===== src/rtl/hash_stream_host_pkg.sv =====
`default_nettype none
// +--------------------------------------------------------------------------+
// | hash_stream_host_pkg                                                     |
// | Types and constants shared by the hash stream host and the data manager: |
// | host FSM state encoding, default digest size and the digest unmask.      |
// | Revision: 1.0 - initial release                                          |
// +--------------------------------------------------------------------------+
package hash_stream_host_pkg;

  typedef enum logic [2:0] {
    IDLE  = 3'd0,
    START = 3'd1,
    SEND  = 3'd2,
    FIN   = 3'd3,
    WAIT  = 3'd4,
    DONE  = 3'd5
  } state_t;

  // Digest size in bytes; the data manager must be built with the same value.
  localparam int DIGEST_BYTES = 32;

  // XOR unmask applied to the collected digest. Sized for the widest digest
  // in use; narrower hosts take the low bytes.
  localparam logic [255:0] DM_MASK = '0;

endpackage
`default_nettype wire


===== src/rtl/hash_stream_host_digest_collector.sv =====
`default_nettype none
// +--------------------------------------------------------------------------+
// | hash_stream_host_digest_collector                                        |
// | Byte-serial to W*8-bit deserializer for the returned digest. Byte k      |
// | lands in bits [8k +: 8] (LSB byte first). Flags a clean end when the end |
// | marker rides on byte W-1, and a protocol error when the marker comes on  |
// | any other byte or a byte arrives after W bytes.                          |
// | Ports: clk, rst    - clock, synchronous active-high reset                |
// |        clear       - restart at byte 0 (new session)                     |
// |        en          - collection window open                              |
// |        byte_in/vld/end - digest byte, valid, last-byte marker            |
// |        assembled   - collected bytes                                     |
// |        done, bad   - same-cycle end/error indications                    |
// | Revision: 1.0 - initial release                                          |
// +--------------------------------------------------------------------------+
module hash_stream_host_digest_collector #(
  parameter int W = 32
) (
  input  logic           clk,
  input  logic           rst,
  input  logic           clear,
  input  logic           en,
  input  logic [7:0]     byte_in,
  input  logic           byte_vld,
  input  logic           byte_end,
  output logic [W*8-1:0] assembled,
  output logic           done,
  output logic           bad
);

  localparam int CW = $clog2(W) + 1;
  localparam logic [CW-1:0] LAST_IDX = CW'(W - 1);
  localparam logic [CW-1:0] NUM_BYTES = CW'(W);

  logic [CW-1:0] rx_cnt;
  logic          in_range;
  logic          wr;

  assign in_range = (rx_cnt < NUM_BYTES);
  assign wr       = en & byte_vld & in_range;

  always_comb begin
    done = en & byte_vld & byte_end & (rx_cnt == LAST_IDX);
    // Overflow, or a marker that does not sit on the final byte.
    bad  = en & byte_vld & (~in_range | (byte_end & (rx_cnt != LAST_IDX)));
  end

  always_ff @(posedge clk) begin
    if (rst || clear) begin
      rx_cnt <= '0;
    end else if (wr) begin
      rx_cnt <= rx_cnt + 1'b1;
    end
  end

  always_ff @(posedge clk) begin
    if (rst) begin
      assembled <= '0;
    end else begin
      for (int i = 0; i < W; i++) begin
        if (wr && (rx_cnt == CW'(i))) begin
          assembled[8*i +: 8] <= byte_in;
        end
      end
    end
  end

endmodule
`default_nettype wire


===== src/rtl/hash_stream_host.sv =====
`default_nettype none
// +--------------------------------------------------------------------------+
// | hash_stream_host                                                         |
// | Host side of the byte-stream hashing interface. On cmd_go it opens a     |
// | data-manager session (dm_start), forwards cmd_len bytes from the         |
// | upstream valid/ready source, requests the final block (dm_finish), then  |
// | collects the W-byte digest and presents it (unmasked) as one word.       |
// | Ports: cmd_go/cmd_len      - command in                                  |
// |        src_*               - upstream message bytes (valid/ready)        |
// |        dm_data/dv/drdy     - byte stream to the data manager             |
// |        dm_start/dm_finish  - session control to the data manager         |
// |        dm_dout/dvout/dend  - digest byte stream back                     |
// |        digest/digest_valid - result word and update pulse                |
// |        busy, err           - status (err sticky until next command)      |
// | Revision: 1.0 - initial release                                          |
// +--------------------------------------------------------------------------+
module hash_stream_host
  import hash_stream_host_pkg::*;
#(
  parameter int             W       = DIGEST_BYTES,
  parameter int             LEN_W   = 16,
  parameter int             TIMEOUT = 4096,
  parameter logic [W*8-1:0] MASK    = (W*8)'(DM_MASK)
) (
  input  logic             clk,
  input  logic             rst,
  input  logic             cmd_go,
  input  logic [LEN_W-1:0] cmd_len,
  input  logic [7:0]       src_data,
  input  logic             src_valid,
  output logic             src_ready,
  output logic [7:0]       dm_data,
  output logic             dm_dv,
  input  logic             dm_drdy,
  output logic             dm_start,
  output logic             dm_finish,
  input  logic [7:0]       dm_dout,
  input  logic             dm_dvout,
  input  logic             dm_dend,
  output logic [W*8-1:0]   digest,
  output logic             digest_valid,
  output logic             busy,
  output logic             err
);

  localparam int TW = (TIMEOUT > 1) ? $clog2(TIMEOUT) : 1;
  localparam logic [TW-1:0] T_LAST = TW'((TIMEOUT > 0) ? TIMEOUT - 1 : 0);

  state_t           state, state_nx;
  logic [LEN_W-1:0] rem;
  logic [TW-1:0]    wait_cnt;
  logic [W*8-1:0]   col_buf;
  logic             col_done, col_bad;
  logic             accept, rem_zero, take, timed_out, stray, wait_fail;

  assign accept    = (state == IDLE) & cmd_go;
  assign rem_zero  = (rem == '0);
  assign src_ready = (state == SEND) & dm_drdy & ~rem_zero;
  assign take      = src_valid & src_ready;
  assign timed_out = (TIMEOUT != 0) && (wait_cnt == T_LAST);
  assign stray     = dm_dvout & (state != WAIT);
  assign wait_fail = (state == WAIT) & ~col_done & (col_bad | timed_out);

  hash_stream_host_digest_collector #(
    .W (W)
  ) u_collector (
    .clk       (clk),
    .rst       (rst),
    .clear     (accept),
    .en        (state == WAIT),
    .byte_in   (dm_dout),
    .byte_vld  (dm_dvout),
    .byte_end  (dm_dend),
    .assembled (col_buf),
    .done      (col_done),
    .bad       (col_bad)
  );

  always_ff @(posedge clk) begin
    if (rst) state <= IDLE;
    else     state <= state_nx;
  end

  always_comb begin
    state_nx  = state;
    dm_start  = 1'b0;
    dm_finish = 1'b0;
    busy      = (state != IDLE);
    case (state)
      IDLE:  if (cmd_go) state_nx = START;
      START: begin
        dm_start = 1'b1;
        state_nx = rem_zero ? FIN : SEND;
      end
      // Leave only once rem is already zero, so the last forwarded byte's
      // registered dm_dv has gone out before dm_finish rises.
      SEND:  if (rem_zero) state_nx = FIN;
      FIN: begin
        dm_finish = 1'b1;
        state_nx  = WAIT;
      end
      WAIT: begin
        dm_finish = 1'b1;
        if (col_done)       state_nx = DONE;
        else if (wait_fail) state_nx = IDLE;
      end
      DONE:    state_nx = IDLE;
      default: state_nx = IDLE;
    endcase
  end

  always_ff @(posedge clk) begin
    if (rst) begin
      rem          <= '0;
      dm_data      <= '0;
      dm_dv        <= 1'b0;
      wait_cnt     <= '0;
      digest       <= '0;
      digest_valid <= 1'b0;
      err          <= 1'b0;
    end else begin
      dm_dv <= take;
      if (take) dm_data <= src_data;

      if (accept)    rem <= cmd_len;
      else if (take) rem <= rem - 1'b1;

      if (state == WAIT) wait_cnt <= wait_cnt + 1'b1;
      else               wait_cnt <= '0;

      digest_valid <= (state == DONE);
      if (state == DONE) digest <= col_buf ^ MASK;

      // A new error in the same cycle as a command wins over the clear.
      if (stray || wait_fail) err <= 1'b1;
      else if (accept)        err <= 1'b0;
    end
  end

endmodule
`default_nettype wire


===== config.mk =====
export PLATFORM = sky130hd
export DESIGN_NAME = hash_stream_host
export DESIGN_NICKNAME = d
export VERILOG_FILES = /design/src/rtl/hash_stream_host_pkg.sv /design/src/rtl/hash_stream_host_digest_collector.sv /design/src/rtl/hash_stream_host.sv
export SDC_FILE = /design/constraint.sdc
export NUM_CORES = 1
export LEC_CHECK = 0
export ABC_AREA = 1
export CORE_UTILIZATION = 40
export CTS_BUF_LIST = sky130_fd_sc_hd__clkbuf_8
export CTS_CLUSTER_DIAMETER = 120
export DETAILED_ROUTE_END_ITERATION = 10
export DONT_BUFFER_PORTS = 1
export SLEW_MARGIN = 0
export SYNTH_ARGS = -nofsm -noshare
export SYNTH_HDL_FRONTEND = slang
export SYNTH_SLANG_ARGS = --single-unit

===== constraint.sdc =====
create_clock -name clk -period 1.7 [get_ports clk]
set_input_delay 0.425 -clock clk [delete_from_list [all_inputs] [get_ports clk]]
set_output_delay 0.425 -clock clk [all_outputs]
set_load 0.05 [all_outputs]

==> metrics.md <==
| Metric | Value |
|---|---|
| Status | `finished, violations left` |
| Failing checks | `negative setup slack` |
| Max cap viols | `0` |
| R2R setup slack | `-160 ps` |
| Synthesized area | `20600 sq um` |
| Final Cycle Share | `129%` |
| Synth top area cells | `dfxtp_1, o21ai_0, a21oi_1, inv_1, nor2_1` |
| Synth top area share | `54.4%` |
| CTS tree | `built` |
| Initial Util | `40.8%` |
| Sequential fraction of the synthesis area | `54.4%` |
| Grt ovf | `0` |
| Largest area contributor in the netlist | `dfxtp_1` |
| DP HPWL | `37.4 mm` |
| Post-DR wirelength/cell | `17.7 um` |
| Fin area | `25900 sq um` |
| Antenna-violating nets left | `0` |
| Core Box Area | `50500 sq um` |
| M1 wire length | `26.3 mm` |
| Library cells used by synthesis | `35` |
| Worst Path Arrival | `1760 ps` |
| Synth warnings | `0` |
| Crit Path Max Fanout | `2` |
| Count leader, synth | `dfxtp_1` |
| Port bufs | `0` |
| HP Class | `input port to flop` |
| Layout cell share with drive strength beyond 1 | `27.9%` |
| Num Clock Sinks | `560` |
| Syn avg cell area | `8.05 sq um` |
| Clk slew on worst S/H paths | `60 ps` |
| Req. time, crit path | `1270 ps` |
| Chip height | `229 um` |
| Leak | `0.00986 uW` |
| Async SR Flop Fraction | `0%` |
| Crit-path max cell delay | `340 ps` |
| Syn Nets | `2608` |
| Placed instance area | `21800 sq um` |
| Synth Register Bits | `560` |
| R2r endpoint | `u_collector.assembled[221]` |
| Final min period | `2190 ps` |
| Remaining DRCs | `0` |
| VDD IR-drop max | `0.868 mV` |
| Hold depth | `6` |
| Final worst setup slack | `-488 ps` |
| Die area | `52500 sq um` |
| Critical path cell sequence | `inv_2, ha_4, nand2_2, nor2_1, nand2_1, nand2_2, nor2_4, buf_12` |
| FF-to-FF Start | `state[2]` |
| CTS Buf Count | `94` |
| Vias | `17452` |
| Worst Tran Pin Value | `1100 ps` |
| Syn Inst Count | `2562` |
| Global-route wire length before repair | `90.1 mm` |
| Number of global-route vias before repair | `16199` |
| Tot GR Track Use | `21.5%` |
| Fin. Hold Viols | `0` |
| P&R area growth vs syn | `25.6%` |
| Metal2 WL | `28.2 mm` |
| Antenna Cells | `0` |
| DRT Pass-1 Iters | `5` |
| Antenna violations before repair | `0` |
| Setup violations, final | `153` |
| Startpoint Class | `flop` |
| Most frequent cells after synthesis | `dfxtp_1, o21ai_0, a21oi_1` |
| Clock root buffer master | `clkbuf_8` |
| Chip width | `229 um` |
| RSZ-0062 raised after global routing | `yes` |
| Clk_skew | `29.2 ps` |
| # IOs | `310` |
| Largest net degree at the start of global routing | `102` |
| Cell Rows | `82` |
| DR top layer | `met4` |
| Clock latency on the worst-skew pair | `690 ps` |
| Mean number of vias per cell | `5.10` |
| Worst Path Class, Setup | `flop to output pin` |
| Most used flip-flop cell after synthesis | `dfxtp_1` |
| Htree depth | `3` |
| Cell mode on critical path | `nand2_2` |
| DR iter-0 viols | `969` |
| WL met3 | `4.46 mm` |
| Routability Congestion | `0.872` |
| Slowest cell on the critical path | `dfxtp_2` |
| CP startpoint | `rem[0]` |
| Wirelength, routed | `60.7 mm` |
| Hold endpoint | `state[0]` |
| Worst R2R Path Depth | `10` |
| NumNets Final | `2723` |
| Max-slew violations | `0` |
| Pwr/cell area | `1150 nW/um^2` |
| Max Root-Sink Buffers | `3` |
| Max Fclk | `0.457 GHz` |
| Critical path endpoint category | `output pin` |
| Relative slew slack | `26.2%` |
| Hold_sp | `dm_dend` |
| Setup TNS | `-9880 ps` |
| Post-synth EDFFs | `0` |
[repair_timing]
action / CTS / global route
pin swaps: 21 / 68
hold endpoints to repair: 167 / 0
hold buffers: 37 / 0
setup endpoints to repair: 302 / 283
gates cloned: 1 / 16
resized for setup: 353 / 283
setup buffers: 18 / 29
[cell families after synthesis]
group | Yosys count | share of synthesized area (%)
buffers and inverters | 540 | 10.4
xor gates and xnor gates | 4 | 0.170
adders and majority gates | 7 | 0.425
AOI/OAI and AO/OA | 1044 | 25.7
muxes | 1 | 0.0485
and+or+nand+nor | 406 | 8.84
DFF | 560 | 54.4
[power breakdown]
part / leakage, uW / internal (uW) / switching [uW]
registers: 0.00466 / 13500 / 963
logic: 0.00410 / 1410 / 2190
clock network: 0.00110 / 6300 / 5500
total: 0.00986 / 21200 / 8650
[sequential cells by signal, summed over array words and instances, names as in the netlist, 3 cells and up]
signal                 count
digest                   256
u_collector.assembled    256
rem                       16
wait_cnt                  12
dm_data                    8
u_collector.rx_cnt         6
state                      3
[critical path, delay by kind of cell (launching register included)]
| family | cells | cell delay (ps) |
|---|---|---|
| fa+ha+maj | 1 | 160 |
| flops | 1 | 340 |
| simple gates | 5 | 380 |
| buf+inv | 2 | 200 |
[metrics by stage]
stage	total power [uW]	util [%]	instances	hold WS, ps	setup slack (ps)
floorplan	16400	-	2562	413	41.1
global placement	17300	43.2	3157	423	-2.07
detailed placement	17400	43.2	3157	430	-115
CTS	29800	49.2	3385	17.9	-556
global route	31200	51.3	3425	78.3	-585
finish	29900	51.3	3425	82.1	-488
[cells in the final DEF (no fill, tap or decap), types with 5 or more instances in the layout]
cell type      Yosys  layout
a211oi_1          24      22
a21oi_1          494     464
a21oi_2            0      30
buf_12             0      33
buf_4              7      91
buf_6              8      24
clkbuf_16          0       6
clkbuf_8           0     115
clkinv_2           0      15
clkinvlp_4         0       8
dfxtp_1          560     274
dfxtp_2            0     274
dfxtp_4            0      12
dlygate4sd3_1      0      36
inv_1            346     365
inv_2              5      13
nand2_1          110      98
nand2_2            2       7
nand2_4            2       9
nand3_1           39      26
nand3_2            1       9
nand3_4            0       5
nand4_1           10      10
nor2_1           211     191
nor2_2             5       9
nor2_4             2      24
nor2_8             7       7
o21ai_0          514     404
o21ai_1            2      71
o21ai_2            0      41
or2_2              8       7
[area by class of cell]
cell class              count  area [sq um]
clock buffers             115          1580
clock inverters            57           300
fillers                  4771         24600
inverters                 357          1390
multi-input cells        1468          7980
flip-flops and latches    560         11600
well taps                 672           841
repair buffers            193          2180
repair inverters            3          22.5
[worst max-delay path by stage]
stage	depth (start not counted)	slack, ps	to
floorplan	9	40	u_collector.assembled[110]
global placement	9	-2	u_collector.assembled[111]
detailed placement	9	-110	u_collector.assembled[107]
CTS	8	-560	src_ready
global route	8	-580	src_ready
finish	8	-490	src_ready
[layer usage]
layer / up-vias / global-route usage, %
li1: 8711 / -
met1: 8160 / 27.0
met2: 485 / 34.7
met3: 96 / 6.23
met4: 0 / 8.52
met5: - / 0
(Power assumes the default switching activity.)
